`config.mk`:
```
export PLATFORM = sky130hd
export DESIGN_NAME = uart_rx
export DESIGN_NICKNAME = d
export VERILOG_FILES = /design/src/rtl/uart_rx.sv
export SDC_FILE = /design/constraint.sdc
export NUM_CORES = 1
export LEC_CHECK = 0
export CORE_MARGIN = 3
export CORE_UTILIZATION = 50
export DETAILED_ROUTE_END_ITERATION = 16
export GPL_ROUTABILITY_DRIVEN = 0
export PLACE_DENSITY = 0.74
export SLEW_MARGIN = 5
export SYNTH_ARGS = -nofsm -noshare
export SYNTH_HDL_FRONTEND = slang
export SYNTH_SLANG_ARGS = --single-unit
```
`constraint.sdc`:
```
create_clock -name CLK -period 1.6 [get_ports CLK]
set_input_delay 0.24 -clock CLK [delete_from_list [all_inputs] [get_ports CLK]]
set_output_delay 0.24 -clock CLK [all_outputs]
set_load 0.02 [all_outputs]
```
`src/rtl/uart_rx.sv`:
```
// uart_rx: oversampling UART receiver.
// Frame: 1 start bit (0), DATA_WIDTH data bits LSB first, optional parity bit,
// 1 stop bit (1). CLK runs at OVERSAMPLE cycles per bit.
// Optional build macro UART_RX_MAJORITY_EN: each bit is the 2-of-3 majority of
// the samples just before, at and just after mid-bit, decided one cycle later.
module uart_rx #(
  parameter int OVERSAMPLE = 8,
  parameter int DATA_WIDTH = 8
) (
  input  logic                  CLK,
  input  logic                  RST,
  input  logic                  RX_IN,
  input  logic                  PAR_EN,
  input  logic                  PAR_TYP,
  output logic [DATA_WIDTH-1:0] P_DATA,
  output logic                  DATA_VALID,
  output logic                  PAR_ERR,
  output logic                  STP_ERR
);

  localparam int EW = $clog2(OVERSAMPLE);
  localparam int BW = (DATA_WIDTH > 2) ? $clog2(DATA_WIDTH) : 1;

  localparam logic [EW-1:0] LAST_EDGE = EW'(OVERSAMPLE - 1);
  localparam logic [EW-1:0] MID_EDGE  = EW'(OVERSAMPLE / 2);
  localparam logic [BW-1:0] LAST_BIT  = BW'(DATA_WIDTH - 1);

  typedef enum logic [2:0] {
    IDLE,
    START,
    DATA,
    PARITY,
    STOP
  } state_t;

  state_t state, state_next;

  logic                  sync_1;
  logic                  rx_s;
  logic [EW-1:0]         edge_cnt, edge_next;
  logic [BW-1:0]         bit_cnt, bit_next;
  logic [DATA_WIDTH-1:0] shift_reg, shift_next;
  logic                  mismatch, mismatch_next;
  logic                  par_en_r, par_en_next;
  logic                  par_typ_r, par_typ_next;
  logic [DATA_WIDTH-1:0] p_data_next;
  logic                  valid_next, par_err_next, stp_err_next;

  logic                  bit_value;
  logic                  decide;
  logic                  wrap;

  // Two-flop synchronizer; idles high so reset never looks like a start bit
  always_ff @(posedge CLK or posedge RST) begin
    if (RST) begin
      sync_1 <= 1'b1;
      rx_s   <= 1'b1;
    end else begin
      sync_1 <= RX_IN;
      rx_s   <= sync_1;
    end
  end

`ifdef UART_RX_MAJORITY_EN
  localparam logic [EW-1:0] EARLY_EDGE  = EW'(OVERSAMPLE / 2 - 1);
  localparam logic [EW-1:0] DECIDE_EDGE = EW'(OVERSAMPLE / 2 + 1);

  logic vote_a, vote_b;

  // Capture the two earlier votes; the third vote is the live rx_s at decide time
  always_ff @(posedge CLK or posedge RST) begin
    if (RST) begin
      vote_a <= 1'b1;
      vote_b <= 1'b1;
    end else begin
      if (edge_cnt == EARLY_EDGE) vote_a <= rx_s;
      if (edge_cnt == MID_EDGE)   vote_b <= rx_s;
    end
  end

  assign bit_value = (vote_a & vote_b) | (vote_a & rx_s) | (vote_b & rx_s);
  assign decide    = (edge_cnt == DECIDE_EDGE);
`else
  assign bit_value = rx_s;
  assign decide    = (edge_cnt == MID_EDGE);
`endif

  assign wrap = (edge_cnt == LAST_EDGE);

  // Frame state register
  always_ff @(posedge CLK or posedge RST) begin
    if (RST) state <= IDLE;
    else     state <= state_next;
  end

  // Counters, shift register, latched frame config and output strobes
  always_ff @(posedge CLK or posedge RST) begin
    if (RST) begin
      edge_cnt   <= '0;
      bit_cnt    <= '0;
      shift_reg  <= '0;
      mismatch   <= 1'b0;
      par_en_r   <= 1'b0;
      par_typ_r  <= 1'b0;
      P_DATA     <= '0;
      DATA_VALID <= 1'b0;
      PAR_ERR    <= 1'b0;
      STP_ERR    <= 1'b0;
    end else begin
      edge_cnt   <= edge_next;
      bit_cnt    <= bit_next;
      shift_reg  <= shift_next;
      mismatch   <= mismatch_next;
      par_en_r   <= par_en_next;
      par_typ_r  <= par_typ_next;
      P_DATA     <= p_data_next;
      DATA_VALID <= valid_next;
      PAR_ERR    <= par_err_next;
      STP_ERR    <= stp_err_next;
    end
  end

  // Next-state and datapath decisions; the stop-bit decision ends the frame
  // immediately so a back-to-back start bit is not missed
  always_comb begin
    state_next    = state;
    edge_next     = edge_cnt;
    bit_next      = bit_cnt;
    shift_next    = shift_reg;
    mismatch_next = mismatch;
    par_en_next   = par_en_r;
    par_typ_next  = par_typ_r;
    p_data_next   = P_DATA;
    valid_next    = 1'b0;
    par_err_next  = 1'b0;
    stp_err_next  = 1'b0;

    if (state != IDLE) begin
      edge_next = wrap ? '0 : edge_cnt + EW'(1);
    end

    case (state)
      IDLE: begin
        edge_next = '0;
        if (!rx_s) begin
          state_next    = START;
          edge_next     = EW'(1);
          bit_next      = '0;
          mismatch_next = 1'b0;
          par_en_next   = PAR_EN;
          par_typ_next  = PAR_TYP;
        end
      end

      START: begin
        if (decide && bit_value) begin
          state_next = IDLE;
          edge_next  = '0;
        end else if (wrap) begin
          state_next = DATA;
          bit_next   = '0;
        end
      end

      DATA: begin
        if (decide) begin
          shift_next = {bit_value, shift_reg[DATA_WIDTH-1:1]};
        end
        if (wrap) begin
          if (bit_cnt == LAST_BIT) begin
            state_next = par_en_r ? PARITY : STOP;
            bit_next   = '0;
          end else begin
            bit_next = bit_cnt + BW'(1);
          end
        end
      end

      PARITY: begin
        if (decide) begin
          mismatch_next = (bit_value != ((^shift_reg) ^ par_typ_r));
        end
        if (wrap) begin
          state_next = STOP;
        end
      end

      STOP: begin
        if (decide) begin
          state_next   = IDLE;
          edge_next    = '0;
          par_err_next = mismatch;
          stp_err_next = !bit_value;
          if (bit_value && !mismatch) begin
            p_data_next = shift_reg;
            valid_next  = 1'b1;
          end
        end
      end

      default: begin
        state_next = IDLE;
        edge_next  = '0;
      end
    endcase
  end

endmodule
```
==> results.tsv, run 1 <==
metric	value	unit
fillCellCount	216	
reg2reg_to	bit_cnt[1]$_DFFE_PP0P_	
max-slew-margin-rel	73.4	%
cts_buffers	5	
synthCells	131	
synthesis.nets	141	
routed_wirelength	3.31	mm
powerDensity	1130	nW/um^2
cp_max_fo	4	
fin_crit_sh	106	%
grt_max_degree	34	
yosys_warnings	0	
die_h	63.2	microns
area_delta_synth_final	36.6	%
final_cell_area	2240	sq um
root_buffer	clkbuf_4	
end_kind	flop	
yosys.cell_types.count	39	
reg2reg_slack	-0.1	ns
ys_ff_latch	33	
antenna_left	0	
dr.pass1.iters	4	
synthFlopType	dfrtp_1	
multi_input_comb_area	840	sq um
startpoint_type	flop	
hold_viol_final	0	
avgSynthCellArea	12.5	sq um
cpMaxStageDelayCell	dfrtp_1	
antenna_cells	0	
r2r_cells	7	
coreArea	3080	sq um
placed_area	1990	sq um
crit_chain	ha_2, ha_4, and2b_1, a21boi_2, o21bai_2, buf_4, mux2i_1	
crit_start	edge_cnt[1]$_DFF_PP0_	
arrival	1.95	ns
dp_hpwl	2.30	mm
rsz0062_at_grt	true	
maxSlewViolCount	0	
seq_area	830	sq um
grt_first_pass_wirelength	5.65	mm
violations	negative setup slack	
finalSetupViolCount	11	
nets	183	
layout-drive-gt1-share	42.5	%
instances_no_fill	218	
cts_hold_buf	0	
grt_usage	18.2	%
whs	0.297	ns
start_util	53.2	%
wl_per_cell	15.2	microns
pin_count	16	
async_flop_share	100	%
worst_slew_pin_slew	0.399	ns
critPathMaxStageDelay	0.42	ns
clk_latency	0.33	ns
irDropWorstVdd	0.986	mV
cap_violations	0	
crit_end	bit_cnt[1]$_DFFE_PP0P_	
yosysSeqAreaShare	50.6	%
post-place-ws	-0.128	ns
critPathKind	reg -> reg	
die_w	63.2	microns
min_path_type	in -> async	
finalWorstSetupSlack	-0.0993	ns
crit_required	1.86	ns
vias	1119	
p_leak	1.14	nW
rows	20	
portBuffers	15	
grt_overflow	0	
final_core_util	72.7	%
crit-reg2reg-launch	edge_cnt[1]$_DFF_PP0_	
cts_tree	yes	
die-area	4000	sq um
grt_pass1_vias	1189	
syn_area	1640	sq um
cts.clk_slew.worst_paths	0.10	ns
skew	0.0101	ns
dp.cells	201	
grt_antenna_before_repair	0	
drtIter0Drc	33	
ctsLongestPathBuffers	2	
post-route-min-period	1.70	ns
h-tree-depth	2	
synth_edf_count	0	
drc	0	
vias_per_cell	5.13	
clock-sinks	33	
fmax	588	MHz
status	complete, but fails checks	
==> area by class of cell <==
class,instances,share of cell area [%]
Inverter,8,1.34
Sequential cell,33,37.1
Multi-Input combinational cell,84,37.5
Clock inverter,1,1.34
Timing Repair Buffer,41,17.8
Clock buffer,7,2.46
Tap cell,44,2.46
==> kinds of logic after synthesis <==
| kind of cell | share of synthesized area [%] |
|---|---|
| adders and majority gates | 3.82 |
| buffers and inverters | 5.04 |
| AOI/OAI and AO/OA | 9.17 |
| DFF | 50.6 |
| muxes | 15.7 |
| and+or+nand+nor | 10.5 |
| xor gates and xnor gates | 5.12 |
==> stage by stage <==
stage | TNS (ns) | power, W
after floorplan | -0.190 | 0.00155
final | -0.999 | 0.00254
after global placement | -0.531 | 0.00176
after CTS | -0.850 | 0.00247
after global routing | -1.86 | 0.00270
after detailed placement | -1.19 | 0.00180
==> cell usage after synthesis (2+ instances only) <==
master     n  area share (%)
dfrtp_1   31              47
mux2_2    10             6.9
inv_1      8             1.8
mux2_1     8             5.5
xnor2_1    7             3.7
ha_1       5             3.8
nand2_1    5             1.1
nand3_1    5             1.5
nor2_1     5             1.1
o21ai_0    5             1.5
mux2i_1    4             2.4
buf_6      3             2.1
a211oi_1   2            0.92
a21oi_1    2            0.61
and2_1     2            0.76
buf_4      2            0.92
dfstp_2    2             3.2
nand2b_1   2            0.76
nor2_4     2             1.4
nor2b_1    2            0.76
==> layer usage <==
metal / share of wire (%) / vias up / routed length (microns) / global-route usage [%]
met5: 0 / - / 0 / 0
met4: 1.2 / 0 / 41 / 5.12
met3: 3.6 / 6 / 120 / 4.28
met2: 54 / 24 / 1780 / 31.8
met1: 41 / 549 / 1360 / 22.4
li1: - / 540 / - / -
==> report_power, final <==
group,switching (W),internal [W]
Clock,0.000271,0.000373
Sequential,0.0000729,0.000907
Combinational,0.000425,0.000486
Total,0.000769,0.00177
==> how the worst min path moves through the flow <==
stage / from / to / cells past startpoint
after floorplan: RX_IN / sync_1$_DFF_PP1_ / 0
after global placement: sync_1$_DFF_PP1_ / bit_value$_DFF_PP1_ / 0
after detailed placement: sync_1$_DFF_PP1_ / bit_value$_DFF_PP1_ / 0
after CTS: RST / mismatch$_DFFE_PP0P_ / 3
after global routing: RX_IN / sync_1$_DFF_PP1_ / 1
final: RST / P_DATA[0]$_DFFE_PP0P_ / 3
==> worst max-delay path: cells and delay by family (launching register included) <==
family                   cells  cell delay (ns)
AO/OA/AOI/OAI                2             0.31
flip-flops                   1             0.42
AND/OR/NAND/NOR              1             0.16
buffers and inverters        1             0.15
multiplexers                 1             0.20
adder cells (fa/ha/maj)      2             0.39
==> cell usage in the layout, fill, tap and decap left out, types with 5 or more instances in the layout <==
cell              n
inv_1             6
nor2_1            5
nand2_1           5
mux2_2            8
clkbuf_4          5
xnor2_1           7
buf_4            20
dfrtp_1          30
dlymetal6s2s_1    5
clkdlybuf4s50_1  10
mux2_4           11
==> timing repair <==
item | 4_1_cts | 5_1_grt
gates cloned | 1 | 0
pin swaps | 1 | 9
setup buffers | 3 | 5
setup endpoints to repair | 13 | 30
resized for setup | 13 | 17
(Power assumes the default switching activity.)
==> run 2, diff against run 1 <==
- clock period: 1.6 -> 1.4 ns (I/O delays scaled with it)
==> run 2 against run 1 <==
Effect of this change: the run still ends with negative setup slack left; sequential power is 17% higher; worst setup slack worse by 0.21 ns; design area up 10%; first-iteration DRC count increased by 100%; flip-flop and latch count did not move; non-clock buffer count grew 17; die area unchanged.
==> results.tsv, run 2 (synthesized netlist as in run 1, its figures left out) <==
metric	value	unit	change
instances_no_fill	235		+7.8%
violations	negative setup slack		
root_buffer	clkbuf_4		
finalWorstSetupSlack	-0.311	ns	-0.211 ns
h-tree-depth	2		unchanged
powerDensity	1320	nW/um^2	+17%
layout-drive-gt1-share	53.9	%	+11 points
grt_pass1_vias	1293		+8.7%
cts_buffers	5		unchanged
min_path_type	in -> async		
clock-sinks	33		unchanged
grt_first_pass_wirelength	6.35	mm	+12%
dp.cells	214		+6.5%
final_cell_mix	buf_4, dfrtp_1, mux2_4		
drtIter0Drc	67		+100%
grt_antenna_before_repair	0		unchanged
hold_viol_final	0		unchanged
irDropWorstVdd	0.923	mV	-6.4%
maxSlewViolCount	0		unchanged
grt_usage	21.2	%	+3.0 points
grtUsageMet1	23.6	%	+1.2 points
rows	20		unchanged
clk_latency	0.33	ns	about the same
drc	0		unchanged
pin_count	16		unchanged
max-slew-margin-rel	76.2	%	+2.9 points
crit_required	1.63	ns	-0.23 ns
antenna_left	0		unchanged
arrival	1.94	ns	about the same
worst_slew_pin_slew	0.355	ns	-0.0442 ns
cpMaxStageDelayCell	dfrtp_1		
grt_use_met3	4.10	%	-0.18 points
critPathKind	reg -> reg		
rsz0062_at_grt	true		
area_delta_synth_final	50.7	%	
die_w	63.2	microns	unchanged
crit_chain	ha_2, ha_4, and2b_1, a21boi_2, o21bai_2, mux2_4		
placed_area	2150	sq um	+8.1%
startpoint_type	flop		
worst-path-buf-inv	0		-1
vias_per_cell	5.14		about the same
end_kind	flop		
routed_wirelength	3.93	mm	+19%
final_cell_area	2470	sq um	+10%
skew	0.0115	ns	+0.00139 ns
nets	200		+9.3%
p_leak	1.21	nW	+6.9%
grt_overflow	0		unchanged
die_h	63.2	microns	unchanged
antenna_cells	0		unchanged
cp_top_family	flip-flops		
start_util	53.2	%	unchanged
ctsLongestPathBuffers	2		unchanged
critPathMaxStageDelay	0.42	ns	about the same
fmax	585	MHz	-0.66%
status	complete, but fails checks		
vias	1207		+7.9%
die-area	4000	sq um	unchanged
dp_hpwl	2.47	mm	+7.4%
post-route-min-period	1.71	ns	+0.0113 ns
final_common_cell	buf_4		
finalSetupViolCount	27		+16
dr.pass1.iters	4		unchanged
busiest_layer	met2		
cts.clk_slew.worst_paths	0.10	ns	about the same
grt_use_met2	39.5	%	+7.8 points
cts_hold_buf	0		unchanged
cts_tree	yes		
coreArea	3080	sq um	unchanged
portBuffers	15		unchanged
cp_max_fo	4		unchanged
cap_violations	0		unchanged
fin_crit_sh	122	%	+16 points
wl_per_cell	16.7	microns	+10%
grt_max_degree	34		unchanged
-- run 2: cell count changes in the layout (fill, tap and decap cells not counted), moves of 3 or more --
cell / change
o21ai_0: -3
buf_4: +12
dlygate4sd2_1: +11
dfrtp_2: +3
dlymetal6s2s_1: -5
buf_6: +4
mux2_2: -7
mux2_4: +4
clkdlybuf4s50_1: -6
mux2_1: +3
dfrtp_1: -3
-- run 2: tightest hold or removal path, stage by stage --
cell and delay, ns:
clkdlybuf4s50_1 0.40, inv_1 0.09, buf_12 0.21
-- run 2: worst paths after layout --
| path | startpoint | to | slack [ns] | cells after the start |
|---|---|---|---|---|
| setup reg to reg | edge_cnt[1]$_DFF_PP0_ | bit_cnt[0]$_DFFE_PP0P_ | -0.31 | 6 |
| max in group asynchronous | RST | bit_value$_DFF_PP1_ | 0.94 | 3 |
| min in group CLK | RX_IN | sync_1$_DFF_PP1_ | 0.28 | 1 |
| setup / recovery | edge_cnt[1]$_DFF_PP0_ | bit_cnt[0]$_DFFE_PP0P_ | -0.31 | 6 |
| hold / removal | RST | DATA_VALID$_DFF_PP0_ | 0.21 | 3 |
| hold reg to reg | sync_1$_DFF_PP1_ | bit_value$_DFF_PP1_ | 0.36 | 0 |
-- run 2: per-stage QoR --
step                setup slack [ns]  setup TNS (ns)  power, W  util [%]  hold slack [ns]
global placement              -0.250           -4.82   0.00207      69.8            0.346
finish                        -0.311           -5.21   0.00327      80.2            0.212
global route                  -0.403           -7.07   0.00345      80.2            0.218
floorplan                     -0.257           -2.65   0.00180         -            0.214
detailed placement            -0.315           -6.12   0.00213      69.8            0.348
CTS                           -0.286           -5.04   0.00307      77.0            0.227
-- run 2: final cells by class --
class | instances | area (sq um)
tap | 44 | 55.1
timing repair buffer | 58 | 527
sequential | 33 | 833
clock buffer | 7 | 55.1
inverter | 8 | 30.0
multi-input combinational | 84 | 938
clock inverter | 1 | 30.0
fill | 176 | 609
-- run 2: timing repair --
item,in CTS,in global routing
setup endpoints to repair,38,28
cloned,0,0
buffers inserted,9,5
pin swaps,10,8
gates resized for setup,35,17
hold endpoints to repair,0,0
-- run 2: report_power, final --
| group | switching [W] | total [W] | leakage [nW] | internal (W) |
|---|---|---|---|---|
| sequential | 0.000104 | 0.00115 | 0.439 | 0.00104 |
| clock | 0.000321 | 0.000748 | 0.0455 | 0.000426 |
| combinational | 0.000613 | 0.00138 | 0.729 | 0.000764 |
| total | 0.00104 | 0.00327 | 1.21 | 0.00223 |
-- run 2: per-layer routing --
metal	wire, microns	part of all wire [%]
met5	0	0
met2	2260	58
met1	1460	37
met3	113	2.9
met4	95	2.4
==> run 3, diff against run 2 <==
- CORE_MARGIN: 3 -> default
==> run 3 against run 2 <==
Effect of this change: the run still ends with negative setup slack left; register-to-register slack worse by 0.02 ns; non-clock buffer count is 3 lower; combinational power is 9% lower; worst hold slack worse by 0.0082 ns; via count is 1.7% lower; global-route usage is 0.11 points higher; core utilization is 4.1 points lower; critical endpoint unchanged; worst setup slack worse by 0.024 ns; highest routed layer unchanged; fmax is 1.4% lower.
==> results.tsv, run 3 (synthesized netlist as in run 1, its figures left out) <==
metric	value	unit	change
final_common_cell	buf_4		
startpoint_type	flop		
rsz0062_at_grt	true		
p_leak	1.18	nW	-3.0%
grt_first_pass_wirelength	5.36	mm	-16%
cp_max_fo	4		unchanged
coreArea	3080	sq um	unchanged
maxSlewViolCount	0		unchanged
grt_overflow	0		unchanged
root_buffer	clkbuf_4		
portBuffers	15		unchanged
grtUsageMet1	23.7	%	+0.029 points
fillCellCount	192		+9.1%
violations	negative setup slack		
busiest_layer	met2		
layout-drive-gt1-share	47.3	%	-6.6 points
antenna_cells	0		unchanged
instances_no_fill	232		-1.3%
clk_latency	0.33	ns	about the same
dp_hpwl	2.35	mm	-4.9%
routed_wirelength	3.34	mm	-15%
fin_crit_sh	124	%	+1.7 points
final_cell_area	2340	sq um	-5.1%
hold_viol_final	0		unchanged
h-tree-depth	2		unchanged
drtIter0Drc	31		-54%
dp.cells	213		-0.47%
cts_tree	yes		
ctsLongestPathBuffers	2		unchanged
cap_violations	0		unchanged
finalWorstSetupSlack	-0.335	ns	-0.0245 ns
pin_count	16		unchanged
max-slew-margin-rel	78.3	%	+2.0 points
grt_usage	21.3	%	+0.11 points
min_path_type	in -> async		
die-area	3510	sq um	-12%
worst_slew_pin_slew	0.324	ns	-0.0307 ns
vias	1186		-1.7%
cts_buffers	5		unchanged
dr.pass1.iters	4		unchanged
placed_area	2140	sq um	-0.35%
grt_max_degree	34		unchanged
end_kind	flop		
final_cell_mix	buf_4, dfrtp_1, mux2_4		
powerDensity	1240	nW/um^2	-6.2%
crit_required	1.62	ns	about the same
die_w	59.2	microns	-6.3%
grt_use_met3	5.90	%	+1.8 points
drc	0		unchanged
irDropWorstVdd	0.849	mV	-8.0%
cts.clk_slew.worst_paths	0.10	ns	about the same
final_core_util	76.1	%	-4.1 points
post-route-min-period	1.74	ns	+0.0245 ns
post-place-ws	-0.327	ns	-0.0117 ns
skew	0.00516	ns	-0.00635 ns
area_delta_synth_final	43.0	%	
rows	20		unchanged
status	complete, but fails checks		
grt_pass1_vias	1225		-5.3%
fin_setup_tns	-5.64	ns	-0.432 ns
die_h	59.2	microns	-6.3%
wl_per_cell	14.4	microns	-14%
finalSetupViolCount	27		unchanged
vias_per_cell	5.11		-0.47%
grt_use_met2	37.7	%	-1.8 points
start_util	53.2	%	unchanged
r2r_cells	6		unchanged
arrival	1.96	ns	+0.02 ns
grt_antenna_before_repair	0		unchanged
clock-sinks	33		unchanged
antenna_left	0		unchanged
critPathKind	reg -> reg		
fmax	576	MHz	-1.4%
nets	197		-1.5%
run 3: cell count changes in the layout (fill, tap and decap cells not counted), moves of 2 or more:
cell,change
clkinv_2,+2
mux2_4,-3
buf_6,-6
nand2_2,-2
o21ai_0,+2
buf_4,+3
nand2_1,+2
mux2_1,+4
run 3: worst paths after layout:
kind | from | endpoint | slack, ns
min in group CLK | RX_IN | sync_1$_DFF_PP1_ | 0.28
setup reg to reg | edge_cnt[1]$_DFF_PP0_ | bit_cnt[0]$_DFFE_PP0P_ | -0.34
setup / recovery | edge_cnt[1]$_DFF_PP0_ | bit_cnt[0]$_DFFE_PP0P_ | -0.34
max in group asynchronous | RST | bit_value$_DFF_PP1_ | 0.96
hold / removal | RST | DATA_VALID$_DFF_PP0_ | 0.20
hold reg to reg | sync_1$_DFF_PP1_ | bit_value$_DFF_PP1_ | 0.36
run 3: critical path, cell delays in order, from the launching register on:
cell and delay, ns:
dfrtp_1 0.43, ha_2 0.22, ha_4 0.17, and2b_1 0.17, a21boi_2 0.16, o21bai_2 0.16, mux2_4 0.31
run 3: final cells by class:
class | instances | area, sq um | area share (%)
tap | 44 | 55.1 | 2.35
timing repair buffer | 55 | 482 | 20.6
clock buffer | 6 | 41.3 | 1.76
inverter | 8 | 30.0 | 1.28
multi-input combinational | 84 | 892 | 38.1
sequential | 33 | 832 | 35.5
clock inverter | 2 | 10.0 | 0.427
run 3: metrics by stage:
stage	hold WS, ns	power [W]
final	0.203	0.00291
after global routing	0.232	0.00308
after CTS	0.207	0.00281
after detailed placement	0.351	0.00217
after global placement	0.346	0.00210
after floorplan	0.214	0.00180
run 3: layer usage:
| metal | wire, microns | vias up |
|---|---|---|
| met2 | 1740 | 22 |
| met1 | 1410 | 590 |
| met3 | 144 | 5 |
| li1 | - | 569 |
| met5 | 0 | - |
| met4 | 46 | 0 |
run 3: power by group:
group	total, W	leakage, nW	switching [W]	internal, W
Combinational	0.00125	0.705	0.000524	0.000730
Clock	0.000504	0.0320	0.000313	0.000191
Sequential	0.00115	0.441	0.000113	0.00104
Total	0.00291	1.18	0.000949	0.00196
run 3: what timing repair did:
item	CTS	global route
hold buffers	0	0
endpoints found under the hold margin	0	0
endpoints found under the setup margin	38	28
setup buffers	9	2
resized for setup	25	7
pin swaps	8	1
gates cloned	0	0
